[src/rtl/parallel_to_serial_pkg.sv]
// Shared SD host defines: frame length default and parallel-to-serial FSM encoding.
package parallel_to_serial_pkg;

    // SD CMD/response frame length in bits
    localparam int unsigned P2S_WIDTH_DEFAULT = 48;

    // Level driven on the SD CMD line when nothing is being sent
    localparam logic P2S_IDLE_LEVEL = 1'b1;

    // Serializer FSM states
    typedef enum logic [1:0] {
        P2S_IDLE = 2'd0,
        P2S_SEND = 2'd1,
        P2S_DONE = 2'd2
    } p2s_state_e;

endpackage : parallel_to_serial_pkg

[src/rtl/parallel_to_serial.sv]
// Parallel-to-serial converter for SD CMD frames: MSB first, line idles high,
// one-cycle finished pulse after the last bit.
module parallel_to_serial
    import parallel_to_serial_pkg::*;
#(
    parameter int unsigned WIDTH = P2S_WIDTH_DEFAULT
) (
    input  logic             CLK,
    input  logic             RESET,
    input  logic             start_sending,
    input  logic [WIDTH-1:0] parallel_in,
    output logic             finished,
    output logic             serial_out
);

    localparam int unsigned CNT_W = $clog2(WIDTH);

    p2s_state_e         state;
    logic [CNT_W-1:0]   count;
    logic [WIDTH-2:0]   shreg;
    logic               accept;
    logic               shifting;

    // A word is accepted only from IDLE; later start pulses are simply dropped
    assign accept   = (state == P2S_IDLE) && start_sending;
    // Bits remain to be shifted out while the counter is non-zero in SEND
    assign shifting = (state == P2S_SEND) && (count != '0);

    // FSM with registered serial_out and finished
    always_ff @(posedge CLK) begin
        if (RESET) begin
            state      <= P2S_IDLE;
            serial_out <= P2S_IDLE_LEVEL;
            finished   <= 1'b0;
        end else begin
            case (state)
                P2S_IDLE: begin
                    finished   <= 1'b0;
                    serial_out <= P2S_IDLE_LEVEL;
                    if (start_sending) begin
                        serial_out <= parallel_in[WIDTH-1];
                        state      <= P2S_SEND;
                    end
                end
                P2S_SEND: begin
                    if (count == '0) begin
                        state      <= P2S_DONE;
                        serial_out <= P2S_IDLE_LEVEL;
                        finished   <= 1'b1;
                    end else begin
                        serial_out <= shreg[WIDTH-2];
                    end
                end
                P2S_DONE: begin
                    state      <= P2S_IDLE;
                    serial_out <= P2S_IDLE_LEVEL;
                    finished   <= 1'b0;
                end
                default: begin
                    state      <= P2S_IDLE;
                    serial_out <= P2S_IDLE_LEVEL;
                    finished   <= 1'b0;
                end
            endcase
        end
    end

    // Bit counter: loaded with WIDTH-1 on accept, counts down to zero, never wraps
    always_ff @(posedge CLK) begin
        if (RESET) begin
            count <= '0;
        end else if (accept) begin
            count <= CNT_W'(WIDTH - 1);
        end else if (shifting) begin
            count <= count - 1'b1;
        end
    end

    // Shift register holding the bits still to send; MSB is the next bit out
    always_ff @(posedge CLK) begin
        if (RESET) begin
            shreg <= '0;
        end else if (accept) begin
            shreg <= parallel_in[WIDTH-2:0];
        end else if (shifting) begin
            shreg <= shreg << 1;
        end
    end

endmodule : parallel_to_serial

[config.mk]
export PLATFORM = sky130hd
export DESIGN_NAME = parallel_to_serial
export DESIGN_NICKNAME = d
export VERILOG_FILES = /design/src/rtl/parallel_to_serial_pkg.sv /design/src/rtl/parallel_to_serial.sv
export SDC_FILE = /design/constraint.sdc
export NUM_CORES = 1
export LEC_CHECK = 0
export ABC_AREA = 1
export BUFFER_PORTS_ARGS = -buffer_cell sky130_fd_sc_hd__buf_2
export CAP_MARGIN = 20
export CELL_PAD_IN_SITES_DETAIL_PLACEMENT = 1
export CELL_PAD_IN_SITES_GLOBAL_PLACEMENT = 1
export CORE_ASPECT_RATIO = 0.9
export CORE_UTILIZATION = 40
export CTS_BUF_LIST = sky130_fd_sc_hd__clkbuf_4
export DETAILED_ROUTE_END_ITERATION = 7
export PLACE_DENSITY = 0.84
export SLEW_MARGIN = 20
export SYNTH_ARGS = -nofsm -noshare
export SYNTH_HDL_FRONTEND = slang
export SYNTH_SLANG_ARGS = --single-unit
export TNS_END_PERCENT = 10
[constraint.sdc]
create_clock -name CLK -period 3.85 [get_ports CLK]
set_input_delay 1.155 -clock CLK [delete_from_list [all_inputs] [get_ports CLK]]
set_output_delay 1.155 -clock CLK [all_outputs]
set_load 0.005 [all_outputs]
==> impl_metrics.json, run 1 <==
{
  "wirelength_um": 7145,
  "ctsHoldBuffers": 0,
  "fp.dieW_um": 91.60,
  "slowest_delay_ns": 0.36,
  "worst_pin_slew_ns": 0.6411,
  "timing.final.crit_share": 0.6173,
  "grt_pass1_wl_um": 12050,
  "clkSinkCount": 57,
  "hold_violations": 0,
  "fin_crit_ns": 2.376,
  "clockBufferDepth": 2,
  "fillers": 969,
  "overflow": 0,
  "required_ns": 4.22,
  "post_cts_buffers": 0,
  "insertion_delay_ns": 0.41,
  "maxSlewHeadroom": 0.5726,
  "root_buffer": "clkbuf_4",
  "r2r-start": "count[0]$_SDFFE_PP0P_",
  "cp_cell_sequence": "buf_2 -> nand3_4 -> buf_4 -> inv_1 -> buf_4 -> nand2_1 -> nand2_1 -> nand2_1 -> o21ai_0 -> nand2_1 -> inv_1",
  "fmax_mhz": 420.8,
  "status": "complete, no violations",
  "start_util": 0.4127,
  "crit_buf_inv": 5,
  "rsz0062_at_grt": "false",
  "design_area_um2": 3238,
  "ant_nets": 0,
  "ys_types": 24,
  "routed-via-count": 2729,
  "netlist_instances": 426,
  "routabilityCongestion": 0.7421,
  "synth_seq_cells": 57,
  "min_to": "shreg[19]$_SDFFE_PP0P_",
  "max_cap_violations": 0,
  "grt_max_degree": 47,
  "mostFrequentLayoutCell": "nand2_1",
  "postSynthAreaPerCell_um2": 6.785,
  "dr.pass1.iters": 4,
  "fin_skew_ns": 0.01338,
  "numCtsBuffers": 9,
  "antenna_found_initial": 0,
  "htreeDepth": 3,
  "wire_per_inst_um": 12.60,
  "powerDensity_nw_per_um2": 416.1,
  "areaGrowthSynthToFinish_pct": 12.03,
  "cts_tree": "done",
  "drc": 0,
  "fp.dieArea_um2": 7570,
  "routed_via_density": 4.813,
  "place_hpwl_um": 4737,
  "postLayoutCoreUtil": 0.4624,
  "synth-seq-area-share": 0.3948,
  "setup_viol": 0,
  "drive_gt1_frac": 0.2468,
  "critPathMaxFanout": 30,
  "syn_nets": 479,
  "power_uw": 1347,
  "criticalPathCategory": "input port to flip-flop",
  "diodes": 0,
  "critPathSlowestCell": "buf_4",
  "coreArea_um2": 7003,
  "hp-start": "shreg[19]$_SDFFE_PP0P_",
  "die_h_um": 82.64,
  "layout_common_cells": "228 x nand2_1, 57 x dfxtp_1, 52 x buf_2",
  "holdPathStages": 2,
  "post_cts_resize_count": 0,
  "clk_pin_slew_ns": 0.10,
  "yosysWarnings": 0,
  "hold_path_class": "flip-flop to flip-flop",
  "final_cells": 567,
  "cpMostUsedCell": "nand2_1",
  "syn_area_um2": 2890,
  "drt_iter0_markers": 116,
  "num_rows": 29,
  "finalMaxSlewViolations": 0,
  "grt_usage": 0.2024,
  "nNetsFinal": 522,
  "grt_pass1_vias": 2712,
  "io_buffers": 52,
  "endpoint_kind": "flip-flop",
  "start_kind": "input port",
  "placed_cell_area_um2": 3138,
  "r2r-end": "shreg[21]$_SDFFE_PP0P_",
  "finalSetupTns_ns": 0,
  "regToRegSetupSlack_ns": 1.85,
  "p_leak_uw": 0.001490,
  "boundaryPins": 53,
  "path_delay_family": "buffers and inverters",
  "vdd_drop_max_uv": 174.0,
  "dp.cells": 551,
  "worstPathArrival_ns": 2.74,
  "r2r_cells": 9
}
==> cells in the mapped netlist (all sizes together) <==
cell type	instances	area (um^2)
a21oi	49	320.3
a31oi	2	12.51
buf	16	136.4
clkbuf	10	37.54
clkinv	1	5.000
dfxtp	57	1141
ha	2	25.02
inv	16	60.06
nand2	250	998.5
nand3	8	65.06
nand4	2	12.51
nor2	7	36.29
o21ai	3	15.01
o31ai	1	7.510
xor2	2	17.52
==> flip-flops by register name, indices dropped and copies added, names as in the netlist <==
| signal | flops |
|---|---|
| finished | 1 |
| shreg | 47 |
| count | 6 |
| serial_out | 1 |
| state | 2 |
==> worst min-delay path: stages, from the launching register on <==
cell,delay [ns]
dfxtp_1,0.32
nand2_1,0.06
a21oi_1,0.05
==> stage by stage <==
| step | hold WS (ns) | setup WS [ns] |
|---|---|---|
| 2_1_floorplan | 0.4392 | 1.882 |
| 3_3_place_gp | 0.4487 | 1.124 |
| 3_5_place_dp | 0.4579 | 1.032 |
| 4_1_cts | 0.4702 | 1.460 |
| 5_1_grt | 0.4874 | 1.296 |
| 6_report | 0.4668 | 1.474 |
==> layout make-up <==
cell class                      count  area, um^2  share of cell area
Clock inverter                      6       25.02            0.007728
Inverter                           17       65.06             0.02009
Clock buffer                       10       75.07             0.02318
Multi-Input combinational cell    326        1510              0.4664
Sequential cell                    57        1141              0.3524
Timing Repair Buffer               58       305.3             0.09428
Tap cell                           93       116.4             0.03594
==> layer usage <==
layer | routed length (um) | share of wire | vias up | track usage
met4 | 156 | 0.022 | 0 | 0.08889
met3 | 224 | 0.031 | 13 | 0.04762
met2 | 3405 | 0.48 | 43 | 0.3624
met1 | 3359 | 0.47 | 1270 | 0.2341
met5 | 0 | 0 | - | 0
li1 | - | - | 1403 | -
==> cell families after synthesis <==
kind of cell,Yosys count,share of synthesized area
AOI/OAI and AO/OA,55,0.1229
and+or+nand+nor,267,0.3848
xor gates and xnor gates,2,0.006062
buffers and inverters,43,0.08268
DFF,57,0.3948
adders and majority gates,2,0.008657
==> worst max path at each step <==
stage                             endpoint  cells after the start     startpoint  slack (ns)
CTS                 shreg[31]$_SDFFE_PP0P_                      9  start_sending        1.46
floorplan           shreg[10]$_SDFFE_PP0P_                      8  start_sending        1.88
global route         shreg[1]$_SDFFE_PP0P_                     11  start_sending        1.30
global placement     shreg[4]$_SDFFE_PP0P_                      9  start_sending        1.12
finish               shreg[1]$_SDFFE_PP0P_                     11  start_sending        1.47
detailed placement  shreg[31]$_SDFFE_PP0P_                      9  start_sending        1.03
==> report_power, final <==
part / internal [uW] / switching (uW) / total [uW]
combinational: 112 / 218 / 331
sequential: 638 / 29.4 / 667
clock: 129 / 220 / 350
No activity file was read; power rests on OpenSTA's default activity.
==> inputs of run 2 (changes only) <==
- clock period: 3.85 -> 2.25 ns (I/O delays scaled with it)
==> run 2 against run 1 <==
Worst hold slack got worse by 0.0032 ns. Die area unchanged. Clock skew shrank 0.0063 ns. First-iteration DRC count shrank 31%. Critical path depth is 2 lower. Power increased by 81%. Clock-buffer cell count is the same. Sequential power rose by 71%. Non-clock buffer count is 3 higher. Combinational power grew 76%. Sequential cell count unchanged. Final cell count is 0.35% higher. Largest cell class unchanged.
==> impl_metrics.json, run 2 (same netlist as run 1, synthesis figures left out) <==
{
  "status": "complete, no violations",
  "regToRegSetupSlack_ns": 0.35,
  "drt_iter0_markers": 80,
  "cp_cell_sequence": "inv_1 -> ha_1 -> nand3_4 -> nand2_4 -> nand2_2 -> clkinv_2 -> buf_4 -> nand2_1 -> a21oi_1",
  "fin_skew_ns": 0.007050,
  "dr.pass1.iters": 4,
  "vdd_drop_max_uv": 312.8,
  "r2r-end": "shreg[41]$_SDFFE_PP0P_",
  "diodes": 0,
  "wirelength_um": 7230,
  "setup.worst_path.end": "shreg[41]$_SDFFE_PP0P_",
  "routabilityCongestion": 0.7444,
  "routed-via-count": 2734,
  "grt_usage": 0.2082,
  "num_rows": 29,
  "wire_per_inst_um": 12.71,
  "slowest_delay_ns": 0.32,
  "design_area_um2": 3296,
  "worst_pin_slew_ns": 0.3455,
  "largest_register_ffs": 47,
  "timing.final.crit_share": 0.8433,
  "coreArea_um2": 7003,
  "r2r-start": "count[0]$_SDFFE_PP0P_",
  "clk_pin_slew_ns": 0.10,
  "post_cts_resize_count": 0,
  "grt_max_degree": 42,
  "io_buffers": 52,
  "htreeDepth": 3,
  "rsz0062_at_grt": "false",
  "path_delay_family": "simple AND/OR/NAND/NOR gates",
  "ant_nets": 0,
  "die_h_um": 82.64,
  "p_leak_uw": 0.001521,
  "numCtsBuffers": 9,
  "fmax_mhz": 527.1,
  "place_hpwl_um": 4987,
  "layout_common_cells": "228 x nand2_1, 57 x dfxtp_1, 52 x buf_2",
  "mostFrequentLayoutCell": "nand2_1",
  "cp.depth": 9,
  "routed_via_density": 4.805,
  "antenna_found_initial": 0,
  "nNetsFinal": 525,
  "powerDensity_nw_per_um2": 740.0,
  "biggestRegsByFlops": "shreg (47), count (6), state (2)",
  "grt_pass1_wl_um": 12250,
  "start_kind": "flip-flop",
  "root_buffer": "clkbuf_4",
  "fp.dieW_um": 91.60,
  "r2r_cells": 9,
  "insertion_delay_ns": 0.40,
  "grt_pass1_vias": 2705,
  "clkSinkCount": 57,
  "crit_path_start": "count[0]$_SDFFE_PP0P_",
  "setup_viol": 0,
  "criticalPathCategory": "flip-flop to flip-flop",
  "crit_buf_inv": 3,
  "worstPathArrival_ns": 2.23,
  "maxSlewHeadroom": 0.7696,
  "finalSetupTns_ns": 0,
  "hold_violations": 0,
  "post_cts_buffers": 0,
  "fin_crit_ns": 1.897,
  "overflow": 0,
  "cts_tree": "done",
  "hold_path_class": "flip-flop to flip-flop",
  "fp.dieArea_um2": 7570,
  "finalMaxSlewViolations": 0,
  "critPathMaxFanout": 28,
  "required_ns": 2.59,
  "drc": 0,
  "boundaryPins": 53,
  "top_register": "shreg",
  "clockBufferDepth": 2,
  "areaGrowthSynthToFinish_pct": 14.03,
  "ctsHoldBuffers": 0,
  "max_cap_violations": 0,
  "hold_ws_ns": 0.4636,
  "placed_cell_area_um2": 3173,
  "critPathSlowestCell": "dfxtp_1",
  "start_util": 0.4127,
  "endpoint_kind": "flip-flop",
  "drive_gt1_frac": 0.2542
}
==> run 2: changes by cell type in the layout (fill, tap and decap cells not counted), sizes merged <==
| cell | change |
|---|---|
| buf | +3 |
| bufinv | +1 |
| clkinv | -2 |
==> run 2: how the worst min path moves through the flow <==
stage | slack, ns | start | to | depth (start not counted)
2_1_floorplan | 0.44 | shreg[24]$_SDFFE_PP0P_ | shreg[24]$_SDFFE_PP0P_ | 2
3_3_place_gp | 0.45 | shreg[31]$_SDFFE_PP0P_ | shreg[31]$_SDFFE_PP0P_ | 2
3_5_place_dp | 0.45 | shreg[27]$_SDFFE_PP0P_ | shreg[27]$_SDFFE_PP0P_ | 2
4_1_cts | 0.47 | shreg[27]$_SDFFE_PP0P_ | shreg[27]$_SDFFE_PP0P_ | 2
5_1_grt | 0.49 | shreg[27]$_SDFFE_PP0P_ | shreg[27]$_SDFFE_PP0P_ | 2
6_report | 0.46 | shreg[27]$_SDFFE_PP0P_ | shreg[27]$_SDFFE_PP0P_ | 2
==> run 2: tightest hold or removal path: stages, from the launching register on <==
cell,delay (ns)
dfxtp_1,0.32
nand2_1,0.06
a21oi_1,0.05
==> run 2: power breakdown <==
part,leakage (uW),switching (uW),internal [uW]
sequential,0.000466,51.0,1090
combinational,0.000984,376,206
clock,0.0000711,379,335
total,0.00152,807,1630
==> run 2: cell type report <==
cell class / count / area [um^2]
clock buffer: 10 / 75.07
clock inverter: 5 / 47.55
fill: 964 / 3707
inverter: 17 / 65.06
multi-input combinational: 326 / 1510
sequential: 57 / 1141
tap: 93 / 116.4
timing repair buffer: 61 / 340.3
==> run 2: per-layer routing <==
layer  track usage  part of all wire  vias up
met1        0.2469              0.47     1273
met3       0.05678             0.038        9
met2        0.3744              0.48       45
li1              -                 -     1407
met5             0                 0        -
met4       0.05714             0.011        0
==> run 2: through the flow <==
stage / worst slack (ns) / util / total power [uW] / std cells
3_5_place_dp: 0.2226 / 0.4531 / 1756 / 554
4_1_cts: 0.3190 / 0.4706 / 2475 / 569
2_1_floorplan: 0.7621 / - / 1623 / 426
5_1_grt: 0.1334 / 0.4706 / 2598 / 569
3_3_place_gp: 0.3043 / 0.4531 / 1727 / 554
6_report: 0.3527 / 0.4706 / 2439 / 569
==> inputs of run 3 (changes only) <==
- ABC_AREA: 1 -> 0
- PLACE_DENSITY: 0.84 -> 0.79
- clock period: 2.25 -> 1.97 ns (I/O delays scaled with it)
==> run 3 against run 2 <==
Wire length down 25%. Area after synthesis down 9.5%. Critical path depth down 2. Via count down 28%. Final area down 7.9%. Largest cell class unchanged. Highest routed layer unchanged.
==> impl_metrics.json, run 3 <==
{
  "finalMaxSlewViolations": 0,
  "endpoint_kind": "flip-flop",
  "finalSetupTns_ns": 0,
  "async_flop_share": 0,
  "switching_share": 0.2979,
  "wirelength_um": 5421,
  "yosys.area.top_type_share": 0.4364,
  "boundaryPins": 53,
  "diodes": 0,
  "maxSlewHeadroom": 0.7518,
  "biggestRegsByFlops": "shreg (47), count (6), state (2)",
  "p_leak_uw": 0.001436,
  "power_uw": 2562,
  "use_met3": 0.07069,
  "start_util": 0.4207,
  "p_switching_uw": 763.2,
  "dr.pass1.iters": 4,
  "yosysMostFrequentCell": "dfxtp_1",
  "antenna_found_initial": 0,
  "hold_path_class": "input port to flip-flop",
  "clockBufferDepth": 2,
  "num_rows": 27,
  "routed-via-count": 1978,
  "power_frac_comb": 0.216,
  "vdd_drop_max_uv": 428.1,
  "overflow": 0,
  "fin_skew_ns": 0.005785,
  "largest_register_ffs": 47,
  "placed_cell_area_um2": 2932,
  "rsz0062_at_grt": "false",
  "htreeDepth": 3,
  "met1_usage": 0.2151,
  "insertion_delay_ns": 0.39,
  "cts_tree": "done",
  "netlist_instances": 258,
  "top_usage_layer": "met2",
  "fin_crit_ns": 1.779,
  "wire_per_inst_um": 13.39,
  "worst_pin_slew_ns": 0.3724,
  "drc": 0,
  "layout_common_cells": "57 x dfxtp_1, 52 x buf_2, 49 x nand2_1",
  "hold_violations": 0,
  "post_cts_resize_count": 0,
  "syn_nets": 311,
  "synth_edf_count": 0,
  "max_cap_violations": 0,
  "grt_usage": 0.1788,
  "synth_seq_cells": 57,
  "clkSinkCount": 57,
  "synth-seq-area-share": 0.4364,
  "ys_types": 33,
  "routabilityCongestion": 0.7569,
  "coreArea_um2": 6216,
  "root_buffer": "clkbuf_4",
  "areaGrowthSynthToFinish_pct": 16.12,
  "design_area_um2": 3037,
  "nNetsFinal": 366,
  "yosysWarnings": 0,
  "required_ns": 2.25,
  "worstPathArrival_ns": 2.06,
  "ys_top_cells_by_area": "dfxtp_1 44%, mux2i_1 18%, o21ai_2 9.4%",
  "clk_pin_slew_ns": 0.09,
  "numCtsBuffers": 9,
  "regToRegSetupSlack_ns": 0.19,
  "timing.final.crit_share": 0.9028,
  "start_kind": "flip-flop",
  "synth_top_flop_cell": "dfxtp_1",
  "postSynthAreaPerCell_um2": 10.14,
  "fmax_mhz": 562.2,
  "critPathMaxFanout": 26,
  "drt_iter0_markers": 52,
  "fp.dieArea_um2": 6865,
  "grt_pass1_vias": 2045,
  "powerDensity_nw_per_um2": 843.6,
  "dp.cells": 389,
  "post_cts_buffers": 0,
  "routed_via_density": 4.884,
  "io_buffers": 52,
  "final_cells": 405,
  "syn_area_um2": 2615,
  "criticalPathCategory": "flip-flop to flip-flop",
  "drive_gt1_frac": 0.3365,
  "grt_max_degree": 27,
  "postLayoutCoreUtil": 0.4885,
  "p_int_uw": 1798,
  "ant_nets": 0,
  "die_h_um": 78.71,
  "synth_top_cell_by_area": "dfxtp_1",
  "mostFrequentLayoutCell": "dfxtp_1",
  "setup_viol": 0,
  "ctsHoldBuffers": 0,
  "p_clk_frac": 0.266,
  "fp.dieW_um": 87.23,
  "grt_pass1_wl_um": 9294,
  "top_register": "shreg",
  "place_hpwl_um": 3919,
  "met2_usage": 0.2961,
  "seqPwrFrac": 0.518,
  "status": "complete, no violations",
  "synth_common_cells": "57 x dfxtp_1, 49 x nand2_1, 46 x mux2i_1"
}
## run 3: changes by cell type in the layout (fill, tap and decap cells not counted), moves of 4 or more
cell,change
buf_4,-6
a21oi_1,-23
o21ai_2,+28
nand2_2,-21
nand3_1,-5
a211oi_1,+4
inv_1,-14
o21ai_1,+13
buf_12,+5
a21oi_2,-20
nor3b_1,+4
nand2_1,-179
mux2i_1,+46
## run 3: cells by family (layout without fill, tap and decap cells)
family	Yosys count	after routing	synth area share
compound gates	59	59	0.1593
xor+xnor	2	2	0.006700
fa+ha+maj	2	2	0.009568
buf+inv	18	78	0.07512
flops	57	57	0.4364
mux	46	46	0.1761
simple gates	74	74	0.1368
## run 3: stage by stage
step / setup WS (ns) / hold WS (ns)
global placement: 0.1516 / 0.4645
global route: 0.05005 / 0.3674
detailed placement: 0.1162 / 0.4801
floorplan: 0.3499 / 0.4472
CTS: 0.1732 / 0.3659
finish: 0.1914 / 0.3937
## run 3: worst paths after layout
check,depth (start not counted),startpoint,end
setup reg to reg,7,count[0]$_SDFFE_PP0P_,shreg[17]$_SDFFE_PP0P_
hold / removal,3,parallel_in[44],shreg[44]$_SDFFE_PP0P_
hold reg to reg,2,finished$_SDFFE_PP0N_,finished$_SDFFE_PP0N_
setup / recovery,7,count[0]$_SDFFE_PP0P_,shreg[17]$_SDFFE_PP0P_
## run 3: area by class of cell
type	instances	area (um^2)
Sequential cell	57	1141
Inverter	2	7.507
Multi-Input combinational cell	183	1279
Clock buffer	11	82.58
Fill cell	748	3179
Timing Repair Buffer	60	395.4
Tap cell	87	108.9
Clock inverter	5	22.52
## run 3: layer usage
layer | vias to the layer above | routed length, um
met1 | 918 | 2492
met3 | 6 | 271
met2 | 42 | 2603
li1 | 1012 | -
met4 | 0 | 54
met5 | - | 0
## run 3: worst max-delay path, stage by stage (launching register included)
cell and delay [ns]:
dfxtp_1 0.36, inv_1 0.09, ha_1 0.16, nor2b_1 0.25, a21o_2 0.24, buf_12 0.23
mux2i_1 0.27, o21ai_2 0.06
## run 3: power groups by stage
stage / clock [uW] / sequential (uW) / combinational, uW
after floorplan: 0 / 1330 / 453
after global placement: 0 / 1350 / 544
after detailed placement: 0 / 1350 / 560
after CTS: 711 / 1330 / 563
after global routing: 776 / 1340 / 613
final: 681 / 1330 / 554
